--- src/rtl/i2c_cmd_pkg.sv ---
// Shared constants and state encoding for the I2C command sequencer.
// Register map, CR/SR bit positions and CR command bytes of the I2C core.
package i2c_cmd_pkg;

   localparam logic [2:0] REG_PRERLO = 3'd0;
   localparam logic [2:0] REG_PRERHI = 3'd1;
   localparam logic [2:0] REG_CTR    = 3'd2;
   localparam logic [2:0] REG_TXR    = 3'd3;
   localparam logic [2:0] REG_RXR    = 3'd3;
   localparam logic [2:0] REG_CR     = 3'd4;
   localparam logic [2:0] REG_SR     = 3'd4;

   localparam int CR_STA   = 7;
   localparam int CR_STO   = 6;
   localparam int CR_RD    = 5;
   localparam int CR_WR    = 4;
   localparam int CR_ACK   = 3;
   localparam int SR_RXACK = 7;
   localparam int SR_TIP   = 1;

   localparam logic [7:0] CTR_CORE_EN  = 8'h80;
   localparam logic [7:0] CR_STA_WR    = 8'h90;
   localparam logic [7:0] CR_WR_ONLY   = 8'h10;
   localparam logic [7:0] CR_WR_STO    = 8'h50;
   localparam logic [7:0] CR_RD_NK_STO = 8'h68;
   localparam logic [7:0] CR_STO_ONLY  = 8'h40;

   typedef enum logic [3:0] {
      S_INIT,
      S_IDLE,
      S_LOAD_TXR,
      S_ISSUE_CR,
      S_POLL_SR,
      S_CHECK,
      S_READ_RXR,
      S_ABORT_STO,
      S_ABORT_POLL,
      S_RESP
   } seq_state_e;

endpackage

--- src/rtl/i2c_bus_access.sv ---
// Single register access engine towards the I2C core.
// Holds the access until acknowledged, then idles at least one cycle.
module i2c_bus_access (
   input  logic       clk_i,
   input  logic       rst_ni,
   input  logic       start_i,
   input  logic       rnw_i,
   input  logic [2:0] addr_i,
   input  logic [7:0] wdata_i,
   output logic       done_o,
   output logic [7:0] rdata_o,
   output logic [2:0] m_address_o,
   output logic       m_chipselect_o,
   output logic       m_write_o,
   output logic       m_read_o,
   output logic [7:0] m_writedata_o,
   input  logic [7:0] m_readdata_i,
   input  logic       m_waitrequest_n_i
);

   logic       act_q, act_d;
   logic       done_q, done_d;
   logic       rnw_q, rnw_d;
   logic [2:0] addr_q, addr_d;
   logic [7:0] wdata_q, wdata_d;
   logic [7:0] rdata_q, rdata_d;

   // Launch on start (never in the done cycle), finish on acknowledge
   always_comb begin
      act_d   = act_q;
      done_d  = 1'b0;
      rnw_d   = rnw_q;
      addr_d  = addr_q;
      wdata_d = wdata_q;
      rdata_d = rdata_q;
      if (act_q) begin
         if (m_waitrequest_n_i) begin
            act_d  = 1'b0;
            done_d = 1'b1;
            if (rnw_q) rdata_d = m_readdata_i;
         end
      end else if (start_i && !done_q) begin
         act_d   = 1'b1;
         rnw_d   = rnw_i;
         addr_d  = addr_i;
         wdata_d = rnw_i ? 8'h00 : wdata_i;
      end
   end

   // Access registers
   always_ff @(posedge clk_i or negedge rst_ni) begin
      if (!rst_ni) begin
         act_q   <= 1'b0;
         done_q  <= 1'b0;
         rnw_q   <= 1'b0;
         addr_q  <= 3'd0;
         wdata_q <= 8'h00;
         rdata_q <= 8'h00;
      end else begin
         act_q   <= act_d;
         done_q  <= done_d;
         rnw_q   <= rnw_d;
         addr_q  <= addr_d;
         wdata_q <= wdata_d;
         rdata_q <= rdata_d;
      end
   end

   assign done_o         = done_q;
   assign rdata_o        = rdata_q;
   assign m_address_o    = addr_q;
   assign m_chipselect_o = act_q;
   assign m_write_o      = act_q & ~rnw_q;
   assign m_read_o       = act_q & rnw_q;
   assign m_writedata_o  = wdata_q;

endmodule

--- src/rtl/i2c_cmd_sequencer.sv ---
// Turns register read/write commands into I2C core access sequences.
// Initialises the core after reset, polls TIP, aborts with STOP on NACK.
module i2c_cmd_sequencer
   import i2c_cmd_pkg::*;
#(
   parameter logic [15:0] PRESCALE = 16'd99,
   parameter logic [15:0] POLL_MAX = 16'd4095
) (
   input  logic       av_clk,
   input  logic       av_reset_n,
   output logic [2:0] m_address,
   output logic       m_chipselect,
   output logic       m_write,
   output logic       m_read,
   output logic [7:0] m_writedata,
   input  logic [7:0] m_readdata,
   input  logic       m_waitrequest_n,
   input  logic       cmd_valid,
   output logic       cmd_ready,
   input  logic [6:0] cmd_dev_addr,
   input  logic [7:0] cmd_reg_addr,
   input  logic [7:0] cmd_wdata,
   input  logic       cmd_rnw,
   output logic       rsp_valid,
   output logic [7:0] rsp_rdata,
   output logic       rsp_nack,
   output logic       rsp_timeout,
   output logic       busy
);

   seq_state_e  state_q, state_d;
   logic [1:0]  step_q, step_d;
   logic [6:0]  dev_q, dev_d;
   logic [7:0]  reg_q, reg_d;
   logic [7:0]  wd_q, wd_d;
   logic        rnw_q, rnw_d;
   logic [15:0] poll_q, poll_d;
   logic        rxack_q, rxack_d;
   logic [7:0]  res_rd_q, res_rd_d;
   logic        res_nk_q, res_nk_d;
   logic        res_to_q, res_to_d;
   logic        rv_q, rv_d;
   logic [7:0]  rrd_q, rrd_d;
   logic        rnk_q, rnk_d;
   logic        rto_q, rto_d;

   logic        acc_start, acc_rnw, acc_done;
   logic [2:0]  acc_addr;
   logic [7:0]  acc_wdata, acc_rdata;
   logic [7:0]  txr_byte, cr_byte;

   i2c_bus_access u_acc (
      .clk_i             (av_clk),
      .rst_ni            (av_reset_n),
      .start_i           (acc_start),
      .rnw_i             (acc_rnw),
      .addr_i            (acc_addr),
      .wdata_i           (acc_wdata),
      .done_o            (acc_done),
      .rdata_o           (acc_rdata),
      .m_address_o       (m_address),
      .m_chipselect_o    (m_chipselect),
      .m_write_o         (m_write),
      .m_read_o          (m_read),
      .m_writedata_o     (m_writedata),
      .m_readdata_i      (m_readdata),
      .m_waitrequest_n_i (m_waitrequest_n)
   );

   // Byte pair for the current step: address, register, data or re-address
   always_comb begin
      txr_byte = {dev_q, 1'b0};
      cr_byte  = CR_STA_WR;
      unique case (step_q)
         2'd0: begin
            txr_byte = {dev_q, 1'b0};
            cr_byte  = CR_STA_WR;
         end
         2'd1: begin
            txr_byte = reg_q;
            cr_byte  = CR_WR_ONLY;
         end
         2'd2: begin
            txr_byte = rnw_q ? {dev_q, 1'b1} : wd_q;
            cr_byte  = rnw_q ? CR_STA_WR : CR_WR_STO;
         end
         default: begin
            txr_byte = {dev_q, 1'b1};
            cr_byte  = CR_RD_NK_STO;
         end
      endcase
   end

   // Sequencer next state, access requests and response capture
   always_comb begin
      state_d   = state_q;
      step_d    = step_q;
      dev_d     = dev_q;
      reg_d     = reg_q;
      wd_d      = wd_q;
      rnw_d     = rnw_q;
      poll_d    = poll_q;
      rxack_d   = rxack_q;
      res_rd_d  = res_rd_q;
      res_nk_d  = res_nk_q;
      res_to_d  = res_to_q;
      rv_d      = 1'b0;
      rrd_d     = rrd_q;
      rnk_d     = rnk_q;
      rto_d     = rto_q;
      acc_start = 1'b0;
      acc_rnw   = 1'b0;
      acc_addr  = REG_PRERLO;
      acc_wdata = 8'h00;
      unique case (state_q)
         S_INIT: begin
            acc_start = 1'b1;
            unique case (step_q)
               2'd0: begin
                  acc_addr  = REG_PRERLO;
                  acc_wdata = PRESCALE[7:0];
               end
               2'd1: begin
                  acc_addr  = REG_PRERHI;
                  acc_wdata = PRESCALE[15:8];
               end
               default: begin
                  acc_addr  = REG_CTR;
                  acc_wdata = CTR_CORE_EN;
               end
            endcase
            if (acc_done) begin
               if (step_q == 2'd2) begin
                  step_d  = 2'd0;
                  state_d = S_IDLE;
               end else begin
                  step_d = step_q + 2'd1;
               end
            end
         end
         S_IDLE: begin
            if (cmd_valid) begin
               dev_d    = cmd_dev_addr;
               reg_d    = cmd_reg_addr;
               wd_d     = cmd_wdata;
               rnw_d    = cmd_rnw;
               step_d   = 2'd0;
               res_rd_d = 8'h00;
               res_nk_d = 1'b0;
               res_to_d = 1'b0;
               state_d  = S_LOAD_TXR;
            end
         end
         S_LOAD_TXR: begin
            acc_start = 1'b1;
            acc_addr  = REG_TXR;
            acc_wdata = txr_byte;
            if (acc_done) state_d = S_ISSUE_CR;
         end
         S_ISSUE_CR: begin
            acc_start = 1'b1;
            acc_addr  = REG_CR;
            acc_wdata = cr_byte;
            if (acc_done) begin
               poll_d  = 16'd0;
               state_d = S_POLL_SR;
            end
         end
         S_POLL_SR, S_ABORT_POLL: begin
            acc_start = 1'b1;
            acc_rnw   = 1'b1;
            acc_addr  = REG_SR;
            if (acc_done) begin
               if (!acc_rdata[SR_TIP]) begin
                  rxack_d = acc_rdata[SR_RXACK];
                  if (state_q == S_POLL_SR) begin
                     state_d = S_CHECK;
                  end else begin
                     res_nk_d = 1'b1;
                     state_d  = S_RESP;
                  end
               end else if (poll_q == POLL_MAX) begin
                  res_to_d = 1'b1;
                  state_d  = S_RESP;
               end else begin
                  poll_d = poll_q + 16'd1;
               end
            end
         end
         S_CHECK: begin
            if (step_q == 2'd3) begin
               state_d = S_READ_RXR;
            end else if (rxack_q) begin
               state_d = S_ABORT_STO;
            end else if (step_q == 2'd2 && !rnw_q) begin
               state_d = S_RESP;
            end else begin
               step_d  = step_q + 2'd1;
               state_d = (step_q == 2'd2) ? S_ISSUE_CR : S_LOAD_TXR;
            end
         end
         S_READ_RXR: begin
            acc_start = 1'b1;
            acc_rnw   = 1'b1;
            acc_addr  = REG_RXR;
            if (acc_done) begin
               res_rd_d = acc_rdata;
               state_d  = S_RESP;
            end
         end
         S_ABORT_STO: begin
            acc_start = 1'b1;
            acc_addr  = REG_CR;
            acc_wdata = CR_STO_ONLY;
            if (acc_done) begin
               poll_d  = 16'd0;
               state_d = S_ABORT_POLL;
            end
         end
         S_RESP: begin
            rv_d    = 1'b1;
            rrd_d   = res_rd_q;
            rnk_d   = res_nk_q;
            rto_d   = res_to_q;
            state_d = S_IDLE;
         end
         default: state_d = S_INIT;
      endcase
   end

   // Sequencer state and response registers
   always_ff @(posedge av_clk or negedge av_reset_n) begin
      if (!av_reset_n) begin
         state_q  <= S_INIT;
         step_q   <= 2'd0;
         dev_q    <= 7'd0;
         reg_q    <= 8'h00;
         wd_q     <= 8'h00;
         rnw_q    <= 1'b0;
         poll_q   <= 16'd0;
         rxack_q  <= 1'b0;
         res_rd_q <= 8'h00;
         res_nk_q <= 1'b0;
         res_to_q <= 1'b0;
         rv_q     <= 1'b0;
         rrd_q    <= 8'h00;
         rnk_q    <= 1'b0;
         rto_q    <= 1'b0;
      end else begin
         state_q  <= state_d;
         step_q   <= step_d;
         dev_q    <= dev_d;
         reg_q    <= reg_d;
         wd_q     <= wd_d;
         rnw_q    <= rnw_d;
         poll_q   <= poll_d;
         rxack_q  <= rxack_d;
         res_rd_q <= res_rd_d;
         res_nk_q <= res_nk_d;
         res_to_q <= res_to_d;
         rv_q     <= rv_d;
         rrd_q    <= rrd_d;
         rnk_q    <= rnk_d;
         rto_q    <= rto_d;
      end
   end

   assign cmd_ready   = (state_q == S_IDLE);
   assign busy        = (state_q != S_IDLE);
   assign rsp_valid   = rv_q;
   assign rsp_rdata   = rrd_q;
   assign rsp_nack    = rnk_q;
   assign rsp_timeout = rto_q;

endmodule

--- config.mk ---
export PLATFORM = sky130hd
export DESIGN_NAME = i2c_cmd_sequencer
export DESIGN_NICKNAME = d
export VERILOG_FILES = /design/src/rtl/i2c_cmd_pkg.sv /design/src/rtl/i2c_bus_access.sv /design/src/rtl/i2c_cmd_sequencer.sv
export SDC_FILE = /design/constraint.sdc
export NUM_CORES = 1
export LEC_CHECK = 0
export ABC_AREA = 1
export CORE_ASPECT_RATIO = 0.8
export CORE_MARGIN = 4
export CORE_UTILIZATION = 37
export DETAILED_ROUTE_END_ITERATION = 6
export HOLD_SLACK_MARGIN = 0.1
export PLACE_DENSITY = 0.68
export SYNTH_ARGS = -nofsm -noshare
export SYNTH_HDL_FRONTEND = slang
export SYNTH_SLANG_ARGS = --single-unit
--- constraint.sdc ---
create_clock -name av_clk -period 2.78 [get_ports av_clk]
set_input_delay 0.278 -clock av_clk [delete_from_list [all_inputs] [get_ports av_clk]]
set_output_delay 0.278 -clock av_clk [all_outputs]
set_load 0.01 [all_outputs]
# Word level (Yosys, flattened, before mapping)
# Index checks and enable logic that the tools add are counted.
# Widths: inputs -> output; s select.
# totals
inputBits	36
ff_bits	90
elab_cells	143
output_inout_bits	27
# classes
bitwise_logic	5
n_addsub	2
n_eq_ne	32
reduce_logical	26
mux	57
# ops
cell	count
$mux 16	4
$mux 4	14
$pmux 8 s3	2
$mux 8	5
$pmux 4 s9	1
$pmux 16 s2	1
$pmux 8 s2	2
$pmux 8 s4	1
$ne 2x2->1 const B	9
$add 16x1->16 const B	1
$eq 16x12->1 const B	1
$eq 4x3->1 const B	4
$mux 1	16
$ne 2x1->1 const B	8
$reduce_and 5->1	3
$mux 2	6
$pmux 3 s3	1
$reduce_and 3->1	3
$reduce_and 9->1	1
$eq 4x2->1 const B	2
$eq 4x4->1 const B	2
$reduce_or 7->1	1
$pmux 2 s3	1
$reduce_and 6->1	1
20 further kinds	32

# Logic depth before layout (Yosys ltp)
# depth
word_depth	6
ltp_mapped	11
mapped_depth_nobuf	10

# Modules after synthesis
# Synthesis repeated with hierarchy kept, for this count alone.
# unflattened
hier_cells	649
hier_area_um2	4953.5
# by_module_without_submodules
module	area_each_um2	seq_area_each_um2	instances	cells_each
i2c_cmd_sequencer	3971.3	1701.6	1	535
i2c_bus_access	982.2	550.5	1	114

# Worst setup path before layout
# No wires, ideal clock.
# synth_timing
kind	register to register
from	register step_q[0]
to	register state_q[0]
path_buffers	1
setup_ns	0.117
stages_incl_launch_ff	10
t_arrival_ns	1.568
synth_period_minus_slack_ns	1.685
required_time_ns	2.663
setup_slack_ns	1.095
cell_sequence	dfrtp_1 > inv_1 > ha_1 > clkbuf_1 > nand3b_1 > nand2_1 > nor2_1 > nand3_1 > nand2_1 > nand2_1
# synth_between
elab_chain_len	6
elab_cells_between_ends	10
classes_between	eq/ne: 3; mux: 5; reduce/logical: 2
# synth_rtl
element	line_no	rtl
start: declaration	i2c_cmd_sequencer.sv:32	logic [1:0] step_q, step_d;
start signal: assignment	i2c_cmd_sequencer.sv:251	step_q <= step_d;
$eq 2x2->1	i2c_cmd_sequencer.sv:133, i2c_cmd_sequencer.sv:195, i2c_cmd_sequencer.sv:199	
$mux 1 or $logic_and 1x1->1 (tied branches)	i2c_cmd_sequencer.sv:199, i2c_cmd_sequencer.sv:195	
$mux 4	i2c_cmd_sequencer.sv:195	end else if (step_q == 2'd2 && !rnw_q) begin
$mux 4	i2c_cmd_sequencer.sv:193	end else if (rxack_q) begin
$mux 4	i2c_cmd_sequencer.sv:191	if (step_q == 2'd3) begin
$pmux 4 s9	i2c_cmd_sequencer.sv:115	unique case (state_q)
end signal: assignment	i2c_cmd_sequencer.sv:250	state_q <= state_d;
end: declaration	i2c_cmd_sequencer.sv:31	seq_state_e state_q, state_d;
# Parallel ways exist; a longest one is shown, timed or not.
# A chain may end at the register's enable or synchronous reset.

# Worst setup path after layout
# layout_timing
from	register state_q[3]
to	output busy
# layout_between
elab_chain_len	1
# layout_rtl
element	line_no	rtl
$ne 4x1->1	i2c_cmd_sequencer.sv:269	assign busy = (state_q != S_IDLE);
end: declaration	i2c_cmd_sequencer.sv:28	output logic busy
# Every way passes these cells.

==> results by group <==
Run status
  • Status: complete, no violations

Synthesis
  • Netlist cell types: 36
  • Synthesized flop and latch total: 90
  • Share of the synthesized area in the top cell type: between 40% and 50%
  • Mean cell area of the mapped netlist: around 7.8 sq um
  • Top post-synthesis cells by area: dfrtp_1 (47%), nand2_1 (17%), nor2_1 (5.6%), inv_1 (4.1%), a21oi_1 (2.9%)
  • Mapped cell area: 4801 sq um
  • Synth Net Count: roughly 660
  • Post-Syn Instances: 617
  • YS warnings: 0
  • Leading area contributor after synthesis: dfrtp_1
  • Sequential area share after synthesis: between 40% and 50%

Clocking
  • Maximum clock insertion buffer count: 2
  • CTS tree: done
  • Clk_lat worst skew: between 0.3 and 0.4 ns
  • # H-tree levels: 3
  • Setup bufs post-CTS: 0
  • CTS root buf: clkbuf_16
  • CTS sink count: 90
  • Total CTS buffers: 9
  • Clk pin slew, worst setup/hold paths: approximately 0.06 ns

Floorplan
  • I/O Pins: 63
  • Initial core utilization: between 30% and 40%
  • Core area: around 12000 sq um
  • Die area: between 10000 and 15000 sq um
  • Die Height: 109.9 um
  • Rows: 36
  • Die width: about 140 um

Setup path
  • CP required: 2.50 ns
  • Crit path max fanout: 11
  • Most Frequent Cell on Critical Path: nor2_4
  • CP max stage cell: dfrtp_1
  • WP data arrival: roughly 1.9 ns
  • Slowest cell delay on critical path: between 0.5 and 0.6 ns
  • Startpoint types: flip-flop
  • CP endpoint kind: output port
  • Critical path class: reg2out
  • WP buf/inv: 3
  • CP top delay family: buffers and inverters
  • Worst-path cell chain: nor2_4 -> inv_2 -> nor2_4 -> inv_1 -> clkdlybuf4s50_1

STA
  • Final hold viol count: 0
  • Hold_ws: 0.4574 ns
  • Final slew viol count: 0
  • Tcrit/Tclk final: about four fifths
  • Relative slew slack: between 50% and 60%
  • Worst-margin pin slew: 0.6975 ns
  • FMAX: 454.0 MHz
  • Final Setup Violations: 0
  • Setup TNS: 0 ns
  • Worst clock skew: roughly 0.0081 ns
  • Unrepaired setup endpoints after global routing: false
  • Crit path time final: 2.203 ns

Global route
  • Pin count of the biggest net entering global routing: 54
  • GRT Total Usage: around 16%
  • Grt ovf: 0
  • Vias in the first global route: roughly 3.9k
  • First-pass GRT wire length: about 19000 um
  • Initial antenna violation count: 0

Detailed routing
  • DR pass1 iterations: 5
  • Routed WL per cell: 13.47 um
  • Residual DRC count: 0
  • Violation count after the first detailed-route iteration: 356
  • Final Routed Wirelength: 11470 um
  • Vias per cell: around 4.8
  • Vias: 4061
  • Remaining antenna violation count: 0

Min path
  • Hold Path Class: in2async

Placement
  • HPWL Detailed: around 8600 um
  • I/O Buffers: a little over 60
  • GPL Wtd Cong: roughly 0.88
  • DP Area: 5549 sq um

Layout
  • Final Instance Area: around 5900 sq um
  • Layout area overhead: 21.87%
  • Total Nets Final: 720
  • Share of layout cells above drive strength 1: 7.941%
  • Diode count: 0

Power
  • P_leak: ~2.8 nW
  • Maximum VDD drop: approximately 0.00045 V
  • Pwr dens: between 900 and 1000 nW/um^2

Flow run
  • Number of max-cap violations: 0
routing by layer:
layer  part of all wire (%)  vias to the layer above  track usage [%]
met2                     45                       87            25.21
met1                     49                     1902            23.27
li1                       -                     2066                -
met5                      0                        -                0
met3                    4.8                        6            3.248
met4                   0.73                        0            4.317
metrics by stage:
stage | power [W] | std cells | utilization, % | setup slack, ns
6_report | 0.005536 | 851 | 47.06 | 0.5774
3_3_place_gp | 0.004278 | 835 | 44.64 | 0.8618
3_5_place_dp | 0.004341 | 835 | 44.64 | 0.7718
5_1_grt | 0.005983 | 851 | 47.06 | 0.4767
4_1_cts | 0.005565 | 851 | 47.06 | 0.5698
2_1_floorplan | 0.003579 | 617 | - | 1.095
flip-flops by register name (all words and copies together), names as in the netlist:
register,flops
wd_q,8
u_acc.m_chipselect_o,1
rsp_timeout,1
u_acc.m_address_o,3
rsp_rdata,8
rsp_nack,1
dev_q,7
u_acc.done_o,1
rxack_q,1
u_acc.m_writedata_o,8
res_nk_q,1
state_q,4
step_q,2
res_to_q,1
u_acc.rnw_q,1
u_acc.rdata_o,8
rnw_q,1
reg_q,8
rsp_valid,1
poll_q,16
res_rd_q,8
kinds of logic (layout without fill, tap and decap cells):
| family | after synthesis | after routing | share of synthesized area [%] |
|---|---|---|---|
| adders and majority gates | 8 | 8 | 2.085 |
| AOI/OAI and AO/OA | 64 | 64 | 7.037 |
| xor gates and xnor gates | 7 | 7 | 1.277 |
| muxes | 16 | 16 | 3.753 |
| buffers and inverters | 77 | 140 | 7.011 |
| and+or+nand+nor | 355 | 355 | 31.93 |
| DFF | 90 | 90 | 46.91 |
cell type report:
type / count / area, sq um
fillers: 1227 / 6581
flip-flops and latches: 90 / 2252
multi-input cells: 450 / 2212
repair buffers: 65 / 655.6
clock buffers: 9 / 225.2
inverters: 60 / 225.2
well taps: 171 / 214.0
clock inverters: 6 / 66.31
synthesized netlist by cell type:
| cell type | count |
|---|---|
| xnor2_1 | 2 |
| dfrtp_1 | 90 |
| nand3_4 | 1 |
| nor2_1 | 72 |
| nor2_4 | 5 |
| o21bai_1 | 2 |
| nand3_1 | 27 |
| o21a_1 | 1 |
| nand2_1 | 214 |
| o21ai_2 | 1 |
| nand2_2 | 7 |
| clkbuf_1 | 5 |
| nand3b_1 | 3 |
| xor2_1 | 5 |
| a21oi_1 | 28 |
| buf_2 | 5 |
| ha_1 | 8 |
| a31oi_1 | 1 |
| nand2_4 | 3 |
| nor3_1 | 2 |
| inv_2 | 5 |
| mux2_2 | 8 |
| buf_4 | 1 |
| nor3b_1 | 1 |
| nand4_1 | 14 |
| nand3_2 | 2 |
| o31ai_1 | 1 |
| a22oi_1 | 1 |
| o21ai_1 | 8 |
| buf_6 | 5 |
| nor2_2 | 4 |
| buf_1 | 1 |
| o21ai_0 | 21 |
| inv_1 | 52 |
| clkinv_1 | 3 |
| mux2_1 | 8 |
report_power, final:
group | switching [W] | total [W] | internal (W)
clock | 0.000498 | 0.00119 | 0.000694
combinational | 0.00146 | 0.00233 | 0.000878
sequential | 0.000299 | 0.00201 | 0.00171
total | 0.00225 | 0.00554 | 0.00328
worst paths after layout:
check	startpoint	to	slack (ns)	cells past startpoint
setup / recovery	state_q[3]	busy	0.58	5
hold / removal	av_reset_n	u_acc.m_writedata_o[3]	0.46	2
setup reg to reg	state_q[3]	reg_q[6]	0.77	5
hold reg to reg	rsp_timeout	rsp_timeout	0.47	2
max in group asynchronous	av_reset_n	rsp_rdata[6]	1.65	3
min in group av_clk	rsp_timeout	rsp_timeout	0.47	2
what timing repair did:
action,in CTS,in global routing
resized for setup,0,0
hold buffers,1,0
hold endpoints to repair,37,0
layout by cell type, fill, tap and decap left out, drive strengths merged, types with 14 or more instances in the layout:
| cell | synthesis | final |
|---|---|---|
| nand3 | 30 | 30 |
| inv | 57 | 58 |
| mux2 | 16 | 16 |
| dfrtp | 90 | 90 |
| o21ai | 30 | 30 |
| nand4 | 14 | 14 |
| nand2 | 224 | 224 |
| clkdlybuf4s50 | 0 | 61 |
| a21oi | 28 | 28 |
| nor2 | 81 | 81 |
Power figures use the tool's default switching activity.
